**config.mk**
```make
export PLATFORM = sky130hd
export DESIGN_NAME = lsu_ctrl
export DESIGN_NICKNAME = d
export VERILOG_FILES = /design/src/rtl/lsu_pkg.sv /design/src/rtl/lsu_lane.sv /design/src/rtl/lsu_ctrl.sv
export SDC_FILE = /design/constraint.sdc
export NUM_CORES = 1
export LEC_CHECK = 0
export ABC_AREA = 1
export BUFFER_PORTS_ARGS = -buffer_cell sky130_fd_sc_hd__buf_2
export CAP_MARGIN = 10
export CELL_PAD_IN_SITES_DETAIL_PLACEMENT = 1
export CELL_PAD_IN_SITES_GLOBAL_PLACEMENT = 1
export CORE_MARGIN = 2
export CORE_UTILIZATION = 36
export DETAILED_ROUTE_END_ITERATION = 8
export PLACE_DENSITY = 0.9
export SLEW_MARGIN = 20
export SYNTH_ARGS = -nofsm -noshare
export SYNTH_HDL_FRONTEND = slang
export SYNTH_HIERARCHICAL = 1
export SYNTH_SLANG_ARGS = --single-unit
```
**constraint.sdc**
```tcl
create_clock -name clk -period 2.2 [get_ports clk]
set_input_delay 0.66 -clock clk [delete_from_list [all_inputs] [get_ports clk]]
set_output_delay 0.66 -clock clk [all_outputs]
set_load 0.01 [all_outputs]
```
**src/rtl/lsu_pkg.sv**
```systemverilog
// Shared definitions for the load/store controller: size encodings, FSM state type
// and the alignment rule applied when LSU_ALIGN_CHECK_EN is defined.
// No ports; imported by lsu_lane and lsu_ctrl.
package lsu_pkg;

  localparam logic [1:0] SZ_BYTE = 2'b00;
  localparam logic [1:0] SZ_HALF = 2'b01;
  localparam logic [1:0] SZ_WORD = 2'b10;
  localparam logic [1:0] SZ_RSVD = 2'b11;

  typedef enum logic [1:0] {
    IDLE  = 2'b00,
    READ  = 2'b01,
    WRITE = 2'b10,
    DONE  = 2'b11
  } state_t;

  // True when the access cannot be performed as a single naturally aligned
  // access, or uses the reserved size code.
  function automatic logic is_misaligned(input logic [1:0] size, input logic [1:0] ofs);
    logic bad;
    bad = 1'b0;
    case (size)
      SZ_HALF: bad = ofs[0];
      SZ_WORD: bad = (ofs != 2'b00);
      SZ_RSVD: bad = 1'b1;
      default: bad = 1'b0;
    endcase
    return bad;
  endfunction

endpackage

```
**src/rtl/lsu_lane.sv**
```systemverilog
// Big-endian byte-lane logic: load extract/extend and sub-word store merge.
// Latency: purely combinational. Backpressure: none (no handshake).
// Ports: size/sgn/ofs select the lane; rd_word is the memory word, wdata the
//        right-justified store data; ld_data is the extended load result,
//        st_word the word to write back.
module lsu_lane
  import lsu_pkg::*;
(
  input  logic [1:0]  size,
  input  logic        sgn,
  input  logic [1:0]  ofs,
  input  logic [31:0] rd_word,
  input  logic [31:0] wdata,
  output logic [31:0] ld_data,
  output logic [31:0] st_word
);

  // Offset 0 is the most significant byte, so the byte's bit position is
  // 8*(3-ofs), and 3-ofs is simply ~ofs for a 2-bit offset.
  logic [4:0]  byte_lsb;
  logic [7:0]  sel_byte;
  logic [15:0] sel_half;

  assign byte_lsb = {~ofs, 3'b000};
  assign sel_byte = rd_word[byte_lsb +: 8];
  assign sel_half = ofs[1] ? rd_word[15:0] : rd_word[31:16];

  always_comb begin
    ld_data = rd_word;
    st_word = wdata;
    case (size)
      SZ_BYTE: begin
        ld_data = {{24{sgn & sel_byte[7]}}, sel_byte};
        st_word = rd_word;
        st_word[byte_lsb +: 8] = wdata[7:0];
      end
      SZ_HALF: begin
        ld_data = {{16{sgn & sel_half[15]}}, sel_half};
        st_word = rd_word;
        if (ofs[1]) st_word[15:0]  = wdata[15:0];
        else        st_word[31:16] = wdata[15:0];
      end
      // Word and the reserved code both behave as whole-word accesses here;
      // the reserved code is filtered upstream when alignment checking is on.
      default: ;
    endcase
  end

endmodule

```
**src/rtl/lsu_ctrl.sv**
```systemverilog
// Load/store controller between datapath and d_mem; sub-word stores are read-modify-write.
// Latency accept->done: load 2, word store 2, sub-word store 3, rejected access 1.
// Backpressure: ready low from accept until the cycle after done; req ignored meanwhile.
// Ports: req/ready/we/size/sgn/adr/wdata request side; done/rdata/err completion;
//        mem_adr/mem_din/mem_wren/mem_dout word-wide data memory port.
// Optional: define LSU_ALIGN_CHECK_EN to reject misaligned and reserved-size accesses.
module lsu_ctrl
  import lsu_pkg::*;
#(
  parameter int DATA_WIDTH = 32,
  parameter int ADDR_WIDTH = 32
) (
  input  logic                  clk,
  input  logic                  rst_n,
  input  logic                  req,
  output logic                  ready,
  input  logic                  we,
  input  logic [1:0]            size,
  input  logic                  sgn,
  input  logic [ADDR_WIDTH-1:0] adr,
  input  logic [DATA_WIDTH-1:0] wdata,
  output logic                  done,
  output logic [DATA_WIDTH-1:0] rdata,
  output logic                  err,
  output logic [ADDR_WIDTH-1:0] mem_adr,
  output logic [DATA_WIDTH-1:0] mem_din,
  output logic                  mem_wren,
  input  logic [DATA_WIDTH-1:0] mem_dout
);

  state_t                state;
  logic                  we_q;
  logic [1:0]            size_q;
  logic                  sgn_q;
  logic [1:0]            ofs_q;
  logic [DATA_WIDTH-1:0] wdata_q;
  logic                  err_q;
  logic                  reject;
  logic                  word_store;
  logic [DATA_WIDTH-1:0] ld_data;
  logic [DATA_WIDTH-1:0] st_word;

`ifdef LSU_ALIGN_CHECK_EN
  assign reject = is_misaligned(size, adr[1:0]);
`else
  assign reject = 1'b0;
`endif

  // size[1] covers both the word code and the reserved code, which is a word
  // access when it is not rejected.
  assign word_store = we & size[1];

  lsu_lane u_lane (
    .size    (size_q),
    .sgn     (sgn_q),
    .ofs     (ofs_q),
    .rd_word (mem_dout),
    .wdata   (wdata_q),
    .ld_data (ld_data),
    .st_word (st_word)
  );

  always_ff @(posedge clk) begin
    if (!rst_n) begin
      state   <= IDLE;
      ready   <= 1'b1;
      done    <= 1'b0;
      err_q   <= 1'b0;
      rdata   <= '0;
      mem_adr <= '0;
      mem_din <= '0;
      we_q    <= 1'b0;
      size_q  <= SZ_BYTE;
      sgn_q   <= 1'b0;
      ofs_q   <= 2'b00;
      wdata_q <= '0;
    end else begin
      case (state)
        IDLE: begin
          if (req) begin
            we_q    <= we;
            size_q  <= size;
            sgn_q   <= sgn;
            ofs_q   <= adr[1:0];
            wdata_q <= wdata;
            ready   <= 1'b0;
            if (reject) begin
              // No memory cycle at all: report straight away.
              state <= DONE;
              done  <= 1'b1;
              err_q <= 1'b1;
              rdata <= '0;
            end else begin
              mem_adr <= {adr[ADDR_WIDTH-1:2], 2'b00};
              if (word_store) begin
                state   <= WRITE;
                mem_din <= wdata;
              end else begin
                state <= READ;
              end
            end
          end
        end
        READ: begin
          // mem_dout is valid for the addressed word at the end of this cycle.
          if (we_q) begin
            state   <= WRITE;
            mem_din <= st_word;
          end else begin
            state <= DONE;
            done  <= 1'b1;
            rdata <= ld_data;
          end
        end
        WRITE: begin
          state <= DONE;
          done  <= 1'b1;
          rdata <= '0;
        end
        DONE: begin
          state <= IDLE;
          done  <= 1'b0;
          err_q <= 1'b0;
          rdata <= '0;
          ready <= 1'b1;
        end
        default: state <= IDLE;
      endcase
    end
  end

  // Gated by rst_n so a reset landing on the WRITE cycle never commits.
  assign mem_wren = (state == WRITE) && rst_n;
  assign err      = err_q;

endmodule

```
## After elaboration in Yosys (flattened, before gate mapping)

Index checks and enable logic that the tools add are counted.

- Reduce and logical (&&, ||, !) cells: 10
- Equal/unequal tests: 8
- Shift operators: 3
- Bitwise logic cells: 5
- Muxes and demuxes: 20
- Add/sub/neg operators: 1

Operators by type and width:

| cell | number |
|---|---|
| $pmux 32 s2 | 4 |
| $mux 32 | 4 |
| $mux 16 | 3 |
| $bwmux 32 | 1 |
| $shift 8x7->32 const A | 1 |
| $shiftx 32x6->8 | 1 |
| $shiftx 8x7->32 | 1 |
| $ne 2x2->1 const B | 4 |
| $pmux 2 s4 | 1 |
| $neg 5->7 | 1 |
| $reduce_and 2->1 | 3 |
| $eq 2x1->1 const B | 2 |
| $eq 2x2->1 const B | 2 |
| $logic_not 2->1 | 2 |
| $mux 2 | 2 |
| $reduce_and 4->1 | 1 |
| $reduce_bool 2->1 | 2 |
| $and 1x1->1 | 3 |
| $mux 1 | 3 |
| $pmux 1 s3 | 1 |
| $not 2->2 | 1 |
| $pmux 1 s2 | 1 |
| $reduce_or 2->1 | 1 |
| $logic_and 1x1->1 | 1 |
| $not 1->1 | 1 |

- Word-level logic and storage cells: 58
- Output and inout port bits: 100
- Flip-flop bits (word level): 136

## Longest topological paths before layout

- Word-level depth: 7
- Mapped depth: 16
- Depth with buffers taken out: 15

## Hierarchy

The synthesis kept the hierarchy.

Modules (own cells, without submodules):

| module | cells an instance | area each (µm²) | times used |
|---|---|---|---|
| lsu_ctrl | 792 | 5554.1 | 1 |
| lsu_lane | 421 | 1834.3 | 1 |

## Worst setup path before layout

No wires, ideal clock.

- Path kind: input to output
- Start: input port rst_n
- End: output port mem_wren
- Data arrival time: 1.316 ns
- Slack: 0.224 ns
- Cell stages on the path: 4
- Path through: clkbuf_1 > clkbuf_1 > nand2_1 > inv_1

- Longest elaborated chain between the ends: 1

RTL lines:

| element | RTL line | source |
|---|---|---|
| from (decl) | lsu_ctrl.sv:14 | `input logic rst_n,` |
| $logic_and 1x1->1 | lsu_ctrl.sv:133 | `assign mem_wren = (state == WRITE) && rst_n;` |
| to (decl) | lsu_ctrl.sv:27 | `output logic mem_wren,` |

No other way between the ends.

## Worst setup path in the final report

- Start: register state[0]
- End: output port mem_wren

- Longest elaborated chain between the ends: 2

RTL lines:

| element | RTL line | source |
|---|---|---|
| from (decl) | lsu_ctrl.sv:31 | `state_t state;` |
| from (signal assigned) | lsu_ctrl.sv:65 | `state <= IDLE;` |
| from (signal assigned) | lsu_ctrl.sv:89 | `state <= DONE;` |
| from (signal assigned) | lsu_ctrl.sv:96 | `state <= WRITE;` |
| $eq 2x2->1 | lsu_ctrl.sv:133 |  |
| $logic_and 1x1->1 | lsu_ctrl.sv:133 |  |

No other way between the ends.

==> metrics.cfg <==
[worst_setup_path]
crit_type=flip-flop to output pin
critPathRequiredTime_ns=1.54
arrival_ns=1.44
startpoint_type=flip-flop
crit_path_end_kind=output pin
path_max_fanout=5

[routing]
drt-total-wl_um=27080
drc=0
viasPerCell=5.054
vias=8410
postRouteAntennaNets=0
dr.pass1.iters=5
routedWlPerCell_um=16.27
drtIter0Drc=512

[worst_hold_path]
min_path_type=input port to flip-flop

[finish]
fin_nets=1492
area_growth_pct=24.86
utilization_pct=45.74
final_layout_size_suffix_gt1_share_pct=19.76

[floorplanning]
die_x_um=147.3
placementRows=52
die_h_um=147.3
start_util_pct=36.63
dieArea_um2=21690
io_pins=203
core_area_um2=20170

[global_routing]
grt_overflow=0
grt_usage_pct=25.10
grt_pass1_vias=8517
grt_max_degree=137
grt_pass1_wl_um=43320
antenna_found_initial=3

[placement]
place_ws_ns=0.08184
dpl.hpwl_um=19730
numPortBuffers=199
place_congestion=0.9675

[logic_synthesis]
synthDominantCellAreaShare_pct=36.85
synth_cells=1213
yosysWarnings=6
synth_cell_type_count=27
synth-seq-cells=136
syn_area_per_cell_um2=6.091
yosysSeqAreaShare_pct=36.85
synth_area_um2=7388
yosys-top-cells-area=dfxtp_1 (37%), nand2_1 (16%), nor2_1 (14%)
yosys.area.top_type=dfxtp_1

[timing]
grt_setup_unrepaired=false
worst_clock_skew_ns=0.008518
final_hold_viol_count=0
setup_tns_ns=0
slew_headroom_pct=35.21
finalSetupViolations=0
max_freq_mhz=476.8
period_share_pct=95.34
layout_setup_ws_ns=0.1025
fin_crit_ns=2.097
final-max-slew-violation-count=0
tightest_slew_ns=0.9707

[clock_tree]
cts_sinks=136
clock_path_buffers=2
htree_levels=4
clkSlewWorstSetupHoldPaths_ns=0.07
cts_made_buffers=17
insertion_delay_ns=0.44
cts_hold_buf=0
cts_setup_buffers=0
cts_tree=built
clk_root_buffer_cell=clkbuf_16

[job]
maxCapViolations=0

[run_status]
status=completed

[power_and_ir_drop]
power_w=0.01325
powerDensity_nw_per_um2=1437
leakage_nw=4.971
vdd_drop_max_mv=0.6814

-- what timing repair did --
| item | in CTS | in global routing |
|---|---|---|
| gates resized for setup | 1 | 6 |
| setup endpoints to repair | 1 | 25 |
| hold endpoints to repair | 0 | 0 |
| pin swaps | 0 | 1 |
-- metal layers --
layer,part of all wire [%],track usage [%]
met5,0.10,0
met4,3.2,9.952
met3,6.2,6.149
met2,47,42.03
met1,44,31.08
-- per-stage QoR --
stage / instance area (um^2) / instances / hold slack [ns]
final: 9225 / 1664 / 0.4660
after CTS: 9201 / 1662 / 0.4621
after detailed placement: 8588 / 1630 / 0.4576
after floorplan: 7396 / 1215 / 0.4558
after global routing: 9220 / 1662 / 0.4710
after global placement: 8588 / 1630 / 0.4516
-- state kept, by name, summed over array words and instances, names as in the netlist --
name / count
wdata_q: 32
mem_din: 32
rdata: 32
we_q: 1
state: 2
mem_adr: 30
done: 1
sgn_q: 1
size_q: 2
ready: 1
ofs_q: 2
-- layout by cell type (no fill, tap or decap), drive strengths merged --
cell type and instances:
a21oi 68, nand3 72, clkinvlp 3, nand2 312
o21ai 133, a22oi 9, ha 10, diode 2
o211ai 2, a21boi 1, o21bai 1, bufinv 2
dfxtp 136, clkbuf 17, inv 124, buf 220
conb 3, nor2 272, o22ai 7
-- worst max-delay path, stage by stage, from the launching register on --
cell	delay [ns]
dfxtp_1	0.41
inv_1	0.11
ha_1	0.24
nand2_1	0.08
inv_1	0.04
buf_2	0.13
-- power by group --
part	internal (W)	total [W]	switching, W
registers	0.00345	0.00406	0.000611
logic	0.00214	0.00619	0.00405
clock network	0.00172	0.00301	0.00129
-- cells in the mapped netlist (all sizes together) --
cell type,count
inv,114
nand3,72
dfxtp,136
o21bai,1
ha,10
a21oi,68
o21ai,133
o22ai,7
o211ai,2
a22oi,9
nor2,272
nand2,312
a21boi,1
conb,1
clkbuf,32
buf,43
-- cell type report --
class | instances | area [um^2]
Tap cell | 270 | 337.8
Inverter | 114 | 427.9
Antenna cell | 2 | 5.005
Multi-Input combinational cell | 890 | 3906
Clock inverter | 15 | 180.2
Timing Repair Buffer | 220 | 1219
Clock buffer | 17 | 425.4
Sequential cell | 136 | 2724
Fill cell | 2790 | 10940
-- cell families after synthesis --
group	count (synthesis)	synth area share, %
simple gates	656	34.99
other cells	1	0.05076
compound gates	221	15.63
fa+ha+maj	10	1.693
buf+inv	189	10.79
flops	136	36.85
-- final timing paths --
check / start / endpoint / depth (start not counted) / slack (ns)
max: state[0] / mem_wren / 5 / 0.10
min: adr[8] / mem_adr[8] / 3 / 0.47
max reg2reg: ofs_q[0] / mem_din[2] / 13 / 0.12
min reg2reg: mem_din[12] / mem_din[12] / 2 / 0.48
(Power assumes the default switching activity.)
